[config.mk]
export PLATFORM = sky130hd
export DESIGN_NAME = reg_sort_ctrl
export DESIGN_NICKNAME = d
export VERILOG_FILES = /design/src/rtl/reg_sort_pkg.sv /design/src/rtl/sort_pair_cmp.sv /design/src/rtl/reg_sort_ctrl.sv
export SDC_FILE = /design/constraint.sdc
export NUM_CORES = 1
export LEC_CHECK = 0
export ABC_AREA = 1
export CAP_MARGIN = 15
export CELL_PAD_IN_SITES_DETAIL_PLACEMENT = 2
export CELL_PAD_IN_SITES_GLOBAL_PLACEMENT = 2
export CORE_AREA = 2 2 73 128
export CTS_BUF_LIST = sky130_fd_sc_hd__clkbuf_4 sky130_fd_sc_hd__clkbuf_8 sky130_fd_sc_hd__clkbuf_16
export DETAILED_ROUTE_END_ITERATION = 12
export DIE_AREA = 0 0 75 130
export GPL_TIMING_DRIVEN = 0
export HOLD_SLACK_MARGIN = 0.15
export PLACE_DENSITY = 0.77
export SYNTH_ARGS = -nofsm -noshare
export SYNTH_HDL_FRONTEND = slang
export SYNTH_HIERARCHICAL = 1
export SYNTH_SLANG_ARGS = --single-unit
[constraint.sdc]
create_clock -name clk -period 3.1 [get_ports clk]
set_input_delay 0.775 -clock clk [delete_from_list [all_inputs] [get_ports clk]]
set_output_delay 0.775 -clock clk [all_outputs]
set_load 0.01 [all_outputs]
[src/rtl/reg_sort_pkg.sv]
// rtl/reg_sort_pkg.sv - shared types and constants for the register-file bubble sort controller
//
// Purpose : state encoding for the sort FSM and the width of the swap counter.
// Ports   : none (package).
package reg_sort_pkg;

    typedef enum logic [2:0] {
        IDLE = 3'd0,
        INIT = 3'd1,
        CMP  = 3'd2,
        SWAP = 3'd3,
        DONE = 3'd4
    } state_t;

    localparam int SWAP_CNT_W = 6;

endpackage

[src/rtl/sort_pair_cmp.sv]
// rtl/sort_pair_cmp.sv - combinational out-of-order test for one adjacent register pair
//
// Purpose : flags a pair (a = r[j], b = r[j+1]) that must be swapped to reach the
//           requested sort direction. Equal values are never out of order.
// Ports   : a, b         in  W  values of the lower and upper index of the pair
//           out_of_order out 1  1 when the pair must be swapped
module sort_pair_cmp #(
    parameter int W          = 4,
    parameter bit DESCENDING = 1'b1
) (
    input  logic [W-1:0] a,
    input  logic [W-1:0] b,
    output logic         out_of_order
);

    assign out_of_order = DESCENDING ? (a < b) : (a > b);

endmodule

[src/rtl/reg_sort_ctrl.sv]
// rtl/reg_sort_ctrl.sv - bubble-sort command initiator for the swap register file
//
// Purpose : sorts the register file in place by issuing init/x/y/swap commands and
//           reading back r_in. Passes shrink by one each time; a pass with no swap
//           ends the sort early. Swap and pass counts are kept for display.
// Ports   : clk, reset_n        clock, asynchronous active-low reset
//           start, use_init     sort request (accepted in IDLE/DONE), optional init pulse
//           r_in                register file contents, combinational read
//           init, x, y, swap    registered commands to the register file
//           busy, done          status levels
//           swap_cnt, pass_cnt  statistics of the current/last sort
module reg_sort_ctrl
    import reg_sort_pkg::*;
#(
    parameter  int N_REGS     = 8,
    parameter  int W          = 4,
    parameter  bit DESCENDING = 1'b1,
    localparam int AW         = $clog2(N_REGS)
) (
    input  logic                      clk,
    input  logic                      reset_n,
    input  logic                      start,
    input  logic                      use_init,
    input  logic [N_REGS-1:0][W-1:0]  r_in,
    output logic                      init,
    output logic [AW-1:0]             x,
    output logic [AW-1:0]             y,
    output logic                      swap,
    output logic                      busy,
    output logic                      done,
    output logic [SWAP_CNT_W-1:0]     swap_cnt,
    output logic [AW-1:0]             pass_cnt
);

    localparam logic [AW-1:0] ONE        = AW'(1);
    localparam logic [AW-1:0] LIMIT_INIT = AW'(N_REGS - 1);

    state_t                  state_q, state_d;
    logic [AW-1:0]           j_q, j_d;
    logic [AW-1:0]           limit_q, limit_d;
    logic                    dirty_q, dirty_d;
    logic [SWAP_CNT_W-1:0]   swap_cnt_q, swap_cnt_d;
    logic [AW-1:0]           pass_cnt_q, pass_cnt_d;
    logic [AW-1:0]           x_q, x_d;
    logic [AW-1:0]           y_q, y_d;
    logic                    init_q, init_d;
    logic                    swap_q, swap_d;
    logic                    busy_q, busy_d;
    logic                    done_q, done_d;

    logic                    out_of_order;
    logic                    advance;

    sort_pair_cmp #(
        .W          (W),
        .DESCENDING (DESCENDING)
    ) u_cmp (
        .a            (r_in[j_q]),
        .b            (r_in[j_q + ONE]),
        .out_of_order (out_of_order)
    );

    always_comb begin
        state_d    = state_q;
        j_d        = j_q;
        limit_d    = limit_q;
        dirty_d    = dirty_q;
        swap_cnt_d = swap_cnt_q;
        pass_cnt_d = pass_cnt_q;
        advance    = 1'b0;

        case (state_q)
            IDLE, DONE: begin
                if (start) begin
                    swap_cnt_d = '0;
                    pass_cnt_d = '0;
                    j_d        = '0;
                    limit_d    = LIMIT_INIT;
                    dirty_d    = 1'b0;
                    state_d    = use_init ? INIT : CMP;
                end
            end
            INIT: begin
                state_d = CMP;
            end
            CMP: begin
                if (out_of_order) begin
                    state_d = SWAP;
                end else begin
                    advance = 1'b1;
                end
            end
            SWAP: begin
                dirty_d = 1'b1;
                if (swap_cnt_q != '1) begin
                    swap_cnt_d = swap_cnt_q + SWAP_CNT_W'(1);
                end
                advance = 1'b1;
            end
            default: begin
                state_d = IDLE;
            end
        endcase

        // dirty_d already includes a swap issued this cycle, so a pass whose only
        // swap was its final pair still triggers another pass.
        if (advance) begin
            if ((j_q + ONE) < limit_q) begin
                j_d     = j_q + ONE;
                state_d = CMP;
            end else begin
                pass_cnt_d = pass_cnt_q + ONE;
                if (!dirty_d || (limit_q == ONE)) begin
                    // j is left alone so x/y keep showing the last compared pair.
                    state_d = DONE;
                end else begin
                    limit_d = limit_q - ONE;
                    j_d     = '0;
                    dirty_d = 1'b0;
                    state_d = CMP;
                end
            end
        end

        // Command outputs are decoded from the next state so they leave flops.
        x_d    = j_d;
        y_d    = j_d + ONE;
        init_d = (state_d == INIT);
        swap_d = (state_d == SWAP);
        busy_d = (state_d == INIT) || (state_d == CMP) || (state_d == SWAP);
        done_d = (state_d == DONE);
    end

    always_ff @(posedge clk or negedge reset_n) begin
        if (!reset_n) begin
            state_q    <= IDLE;
            j_q        <= '0;
            limit_q    <= LIMIT_INIT;
            dirty_q    <= 1'b0;
            swap_cnt_q <= '0;
            pass_cnt_q <= '0;
            x_q        <= '0;
            y_q        <= ONE;
            init_q     <= 1'b0;
            swap_q     <= 1'b0;
            busy_q     <= 1'b0;
            done_q     <= 1'b0;
        end else begin
            state_q    <= state_d;
            j_q        <= j_d;
            limit_q    <= limit_d;
            dirty_q    <= dirty_d;
            swap_cnt_q <= swap_cnt_d;
            pass_cnt_q <= pass_cnt_d;
            x_q        <= x_d;
            y_q        <= y_d;
            init_q     <= init_d;
            swap_q     <= swap_d;
            busy_q     <= busy_d;
            done_q     <= done_d;
        end
    end

    assign init     = init_q;
    assign x        = x_q;
    assign y        = y_q;
    assign swap     = swap_q;
    assign busy     = busy_q;
    assign done     = done_q;
    assign swap_cnt = swap_cnt_q;
    assign pass_cnt = pass_cnt_q;

endmodule

After elaboration in Yosys (flattened, before gate mapping)
Index checks and enable logic that the tools add are counted.

Add/sub/neg operators: 5. $lt $le $gt $ge: 4. Equality and inequality tests: 12. Multiplexer cells: 35. Reduce and logical (&&, ||, !) cells: 8.

Operators by type and width (number): two-way mux 3 bit (19); binary-select mux 4 bit (select 3 bit) (2); equality test 3 x 2 -> 1 bit, second input constant (4); two-way mux 6 bit (2); case mux 3 bit (4 select lines) (1); case mux 6 bit (2 select lines) (1); adder 3 x 1 -> 3 bit, second input constant (3); equality test 3 x 1 -> 1 bit, second input constant (3); < comparator 3 x 4 -> 1 bit, second input constant (2); two-way mux 4 bit (2); adder 6 x 1 -> 6 bit, second input constant (1); equality test 3 bit, second input constant (2); inequality test 6 bit, second input constant (1); two-way mux 1 bit (5); < comparator 4 bit (1); inequality test 2 bit, second input constant (2); case mux 1 bit (2 select lines) (2); zero test 3 bit (1); logical OR 1 bit (3); < comparator 3 bit (1); AND reduction 3 bit (1); subtractor 3 x 1 -> 3 bit, second input constant (1); two-way mux 2 bit (1); nonzero test 2 bit (1); other kinds (2) (2).

Register bits after elaboration: 26. Input bits: 36. Output and inout bits: 19.

Longest topological paths before layout
Gate-level depths: netlist (run 1).

Depth in word-level cells: 11. Gate-level depth with buffers: 24.

Hierarchy
Netlist (run 1), hierarchy kept.

Modules (own cells, without submodules): reg_sort_ctrl (instances 1, cells an instance 261, area each 1956.9 µm², seq. area each 655.6 µm²); sort_pair_cmp (instances 1, cells an instance 15, area each 91.3 µm², seq. area each 0.0 µm²).

Least setup slack after synthesis (run 1)
No wires, ideal clock.

Path kind: reg2reg. Start: register x[1] (netlist name). End: register y_q[2] (netlist: y[2]). Setup time: 117 ps. Data arrival time: 3039 ps. Setup slack: -56 ps. Stages on the path, launching flop included: 21. Buffers on the path: 1. Clock period less this slack: 3156 ps. Cells stage by stage: dfrtp_1 ha_1 clkbuf_1 o21ai_0 o21ai_0 nor2_1 a31oi_1 inv_1 ha_1 a21o_1 a21oi_2 inv_1 nor2_2 nor2_8 nand3_4 inv_2 o21ai_2 inv_2 ha_1 nand3_1 nand2_1.

RTL lines: end signal, assigned (RTL line reg_sort_ctrl.sv:156) `y_q <= y_d;`; end, declared (RTL line reg_sort_ctrl.sv:45) `logic [AW-1:0] y_q, y_d;`.

==> results of run 1 <==
## cells in the mapped netlist, types with 3 or more instances
cell / n
ha_1: 11
nand3_1: 11
inv_2: 7
clkbuf_1: 5
nand2_2: 3
o211ai_1: 4
a21oi_1: 28
nand2_1: 42
dfrtp_1: 22
buf_2: 4
o21ai_0: 37
dfstp_2: 4
nand2_4: 4
a31oi_1: 8
nor2_1: 25
inv_1: 34
## power by group
part           leakage (nW)  switching, mW  internal (mW)
Combinational          1.09           2.13           1.60
Sequential            0.320          0.110          0.478
Clock                0.0442          0.126          0.198
Total                  1.45           2.36           2.28
## placed cells by master, fill, tap and decap left out, types with 2 or more instances in the layout
cell type,n
nand2_1,39
clkdlybuf4s50_1,37
inv_1,27
nor2_1,25
a21oi_1,20
dfrtp_1,20
o21ai_1,18
o21ai_0,16
buf_4,16
dlygate4sd2_1,16
inv_2,14
a21oi_2,8
ha_1,8
nand3_1,7
a31oi_1,7
buf_6,6
o21ai_2,6
nand3_4,5
nand2_2,5
nand2_4,4
clkbuf_16,4
o211ai_1,4
dfstp_2,4
buf_2,3
nand3_2,3
ha_4,3
a21oi_4,2
nand4_4,2
clkbuf_2,2
dfrtp_2,2
## worst max-delay path, stage by stage (launching register included)
cell and delay, ns:
dfrtp_2 0.46, ha_4 0.28, clkbuf_16 0.17, buf_4 0.14
a21oi_2 0.09, o21ai_1 0.07, a31oi_1 0.17, inv_1 0.06
ha_1 0.29, nand2_1 0.07, nand2_1 0.10, a21oi_4 0.20
inv_2 0.08, nor2_4 0.14, nor2_8 0.06, nand3_4 0.13
inv_2 0.05, o21ai_2 0.17, inv_2 0.07, ha_4 0.17
nand3_2 0.07, nand2_1 0.05
## sequential cells by signal (all words and copies together), names as in the netlist, 3 cells and up
register / count
pass_cnt: 3
state_q: 3
limit_q: 3
x: 3
swap_cnt: 6
y: 3
## routing by layer
layer	part of all wire [%]	wire (um)	vias to the layer above	global-route usage [%]
met2	59	4994	72	34.16
met3	3.1	263	20	1.622
met4	3.4	285	0	8.508
met5	0	0	-	0
li1	-	-	1069	-
met1	34	2882	1093	18.04
## repair_timing
action | CTS | global route
gates resized for setup | 74 | 20
pin swaps | 35 | 13
setup buffers | 15 | 4
hold buffers | 0 | 0
setup endpoints to repair | 17 | 17
## final cells by class
cell class | count | area share, %
timing repair buffer | 72 | 20.80
tap | 120 | 4.719
buffer | 11 | 3.067
multi-input combinational | 198 | 43.10
clock buffer | 4 | 2.792
sequential | 26 | 20.68
inverter | 41 | 4.837
## metrics by stage
step | setup WS, ns | power [mW] | hold WS (ns) | cells
floorplan | 0.05219 | 2.246 | 0.4512 | 276
detailed placement | -0.7215 | 3.023 | 0.4976 | 450
global placement | -0.6560 | 2.924 | 0.4861 | 450
global route | -0.3356 | 5.025 | 0.5252 | 472
finish | -0.1244 | 4.644 | 0.5104 | 472
CTS | -0.03656 | 4.138 | 0.5055 | 469
## path summary, 6_finish.rpt
check / start / slack [ns] / cells after the start / end
max in group asynchronous: reset_n / 2.15 / 1 / x[1]
max reg2reg: x[0] / -0.12 / 21 / y[2]
max: x[0] / -0.12 / 21 / y[2]
min: reset_n / 0.51 / 1 / pass_cnt[0]
min reg2reg: state_q[2] / 0.51 / 1 / swap
min in group clk: state_q[2] / 0.51 / 1 / swap
## logic make-up after synthesis
family	Yosys count	synth area share, %
AOI/OAI and AO/OA	86	23.70
xor gates and xnor gates	3	1.650
and+or+nand+nor	98	25.60
adders and majority gates	11	6.720
DFF	26	32.01
buffers and inverters	52	10.32
==> impl_metrics.ini, run 1 <==
[clocking]
path_clk_slew_ns = 0.07
root_buffer = clkbuf_16
h-tree-depth = 1
clk_latency_ns = 0.27
cts_buffer_depth = 2
cts_tree = built
numCtsBuffers = 3
cts.sink_count = 26

[global_routing]
grt_pass1_wl_mm = 13.03
antenna_found_initial = 0
first_global_vias = 2556
grt_usage_pct = 17.68
grt_max_degree = 27
grt.overflow.total = 0

[sta]
setup_tns_ns = -0.4218
slew_headroom_pct = 59.36
post-route-min-period_ns = 3.224
tightest_slew_ns = 0.6097
setup_slack_ns = -0.1244
drv_slew = 0
clock.fmax_ghz = 0.3101
clock_skew_ns = 0.002947
finalCritPeriodShare_pct = 104.0
hold_viol = 0
setup_viol = 8
rsz0062_at_grt = yes

[run_status]
failed_checks = negative setup slack
status = complete, but fails checks

[floorplan]
die_y_um = 130
io_pins = 55
die-area_um2 = 9750
row_count = 46
core_um2 = 8806
fp.dieW_um = 75
initial_utilization_pct = 23.26

[job]
maxCapViolations = 0

[setup_path]
worst_ep_required_time_ns = 3.26
start_kind = flop
cp-end-kind = flop
crit_arrival_ns = 3.39
worst-path-max-fanout = 8
critPathKind = reg -> reg

[drt]
drtIter0Drc = 120
dr.pass1.iters = 4
vias = 2254
post_drt_wl_per_cell_um = 17.85
finalWirelength_mm = 8.426
via_per_inst = 4.775
ant_nets = 0
drc = 0

[yosys]
synth_area_leaders = dfrtp_1 (27%), o21ai_0 (9.0%), nand2_1 (7.7%)
netlist.area_leader.share_pct = 26.88
synth_edf_count = 0
yosys.area.top_type = dfrtp_1
synth.cell_area_um2 = 2048
synth_area_per_cell_um2 = 7.421
synthCells = 276
synth_nets = 323
yosys_warnings = 6
yosysUniqueCellTypes = 37
synthFlopType = dfrtp_1
synth-seq-cells = 26
seq_area_frac_synth_pct = 32.01
async_flop_share_pct = 100.0

[power_and_ir_drop]
vdd_drop_max_uv = 512.6
p_leak_nw = 1.450
powerDensity_nw_per_um2 = 1460

[placement]
dp_hpwl_mm = 5.870
place_area_um2 = 2740
globalplace.congestion = 0.8745
numPortBuffers = 54

[layout]
syn2layout_area_growth_pct = 55.35
seq_area_um2 = 658.1
final_util_pct = 36.13
multi_input_area_um2 = 1371
final_nets = 400
nFillCells = 1022
num_antenna_cells = 0
layout-drive-gt1-share_pct = 28.41
design_area_um2 = 3182

[min_path]
hold_path.class = in -> async
Note: power is estimated with default switching activity, not from simulation.
==> inputs of run 2 (changes only) <==
Settings changed: PLACE_DENSITY 0.77 to default, PLACE_DENSITY_LB_ADDON from default to 0.2, RECOVER_POWER from default to 25.
==> impl_metrics.ini, run 2 (synthesized netlist as in run 1, its figures left out) <==
[layout]
final_util_pct = 37.62
syn2layout_area_growth_pct = 61.76
layout-drive-gt1-share_pct = 30.60
nFillCells = 1030
final_cell_mix = clkdlybuf4s50_1 (47), nand2_1 (36), inv_1 (27), o21ai_0 (27), buf_4 (25)
seq_area_um2 = 658.1
num_antenna_cells = 0
multi_input_area_um2 = 1375
largest_register_ffs = 6
layout_commonest_cell = clkdlybuf4s50_1
stdcell_count = 486
final_nets = 414

[setup_path]
start_kind = input port
worst-path-max-fanout = 3
worst_ep_required_time_ns = 3.26
cp-end-kind = flop
critPathKind = in -> reg
crit_arrival_ns = 3.45
reg2reg_depth = 21

[clocking]
path_clk_slew_ns = 0.06
clk_latency_ns = 0.27
cts.sink_count = 26
cts_tree = built
root_buffer = clkbuf_16
cts_buffer_depth = 2
numCtsBuffers = 3
postCtsHoldBufs = 0
h-tree-depth = 1

[sta]
clock.fmax_ghz = 0.3033
setup_slack_ns = -0.1971
setup_tns_ns = -0.5841
tightest_slew_ns = 0.8520
hold_viol = 0
drv_slew = 0
post-route-min-period_ns = 3.297
rsz0062_at_grt = yes
clock_skew_ns = 0.004146
setup_viol = 6
slew_headroom_pct = 43.20
finalCritPeriodShare_pct = 106.4

[placement]
pre_cts_slack_ns = -0.7671
globalplace.congestion = 0.7683
numPortBuffers = 54
placed_cells = 451
dp_hpwl_mm = 5.927

[drt]
dr.pass1.iters = 4
drc = 0
ant_nets = 0
drtIter0Drc = 69
finalWirelength_mm = 8.148
post_drt_wl_per_cell_um = 16.77
vias = 2270
via_per_inst = 4.671

[global_routing]
grt.overflow.total = 0
antenna_found_initial = 0
first_global_vias = 2624
grt_max_degree = 16
grt_pass1_wl_mm = 12.88
grt_usage_pct = 17.77

[run_status]
failed_checks = negative setup slack
status = complete, but fails checks

[floorplan]
core_um2 = 8806
fp.dieW_um = 75
die_y_um = 130
initial_utilization_pct = 23.26
row_count = 46
die-area_um2 = 9750
io_pins = 55

[min_path]
min_path_cells = 1
hold_path.class = reg -> reg

[job]
maxCapViolations = 0
==> run 2: cell type report <==
cell class	count	share of cell area (%)
plain buffers	11	2.341
clock buffers	4	2.492
inverters	41	4.909
multi-input cells	198	41.50
flip-flops and latches	26	19.86
well taps	120	4.532
repair buffers	86	24.36
==> run 2: worst max-delay path: stages <==
cell and delay, ns:
clkdlybuf4s50_1 0.49, nor2_1 0.05, nor2_1 0.07, o21ai_0 0.09, nand2_1 0.10, nor2_1 0.06, a31oi_2 0.19, ha_4 0.24
a21o_1 0.19, a21oi_4 0.16, inv_2 0.07, nor2_4 0.13, nor2_8 0.06, nand3_4 0.11, inv_2 0.06, o21ai_2 0.21
inv_2 0.09, ha_4 0.17, nand3_1 0.08, nand2_1 0.06
==> run 2: path summary, 6_finish.rpt <==
check                      startpoint     endpoint  slack (ns)
hold / removal             state_q[2]         swap        0.52
min in group asynchronous     reset_n  swap_cnt[3]        0.94
hold reg to reg            state_q[2]         swap        0.52
setup reg to reg                 x[0]         y[2]       -0.15
setup / recovery             r_in[11]         y[2]       -0.20
max in group asynchronous     reset_n         init        0.99
==> run 2: timing repair <==
action / CTS / global route
pin swaps: 25 / 19
resized for setup: 43 / 36
setup endpoints to repair: 17 / 19
endpoints found under the hold margin: 0 / 0
buffers inserted: 25 / 11
==> run 2: layer usage <==
layer | up-vias | global-route usage, % | share of wire, %
met5 | - | 0 | 0
met4 | 0 | 8.298 | 3.6
met3 | 19 | 2.008 | 2.2
met2 | 52 | 36.79 | 61
met1 | 1100 | 15.76 | 33
li1 | 1099 | - | -
==> run 2: through the flow <==
stage | cell area (um2) | hold WS, ns
4_1_cts | 3133 | 0.5047
6_report | 3313 | 0.5167
5_1_grt | 3313 | 0.5228
2_1_floorplan | 2049 | 0.4512
3_5_place_dp | 2768 | 0.5015
3_3_place_gp | 2740 | 0.4830
Power of run 2 is left out: the tool's default activity adds up to more than one toggle a clock period on the data nets, which glitch-free logic cannot reach.
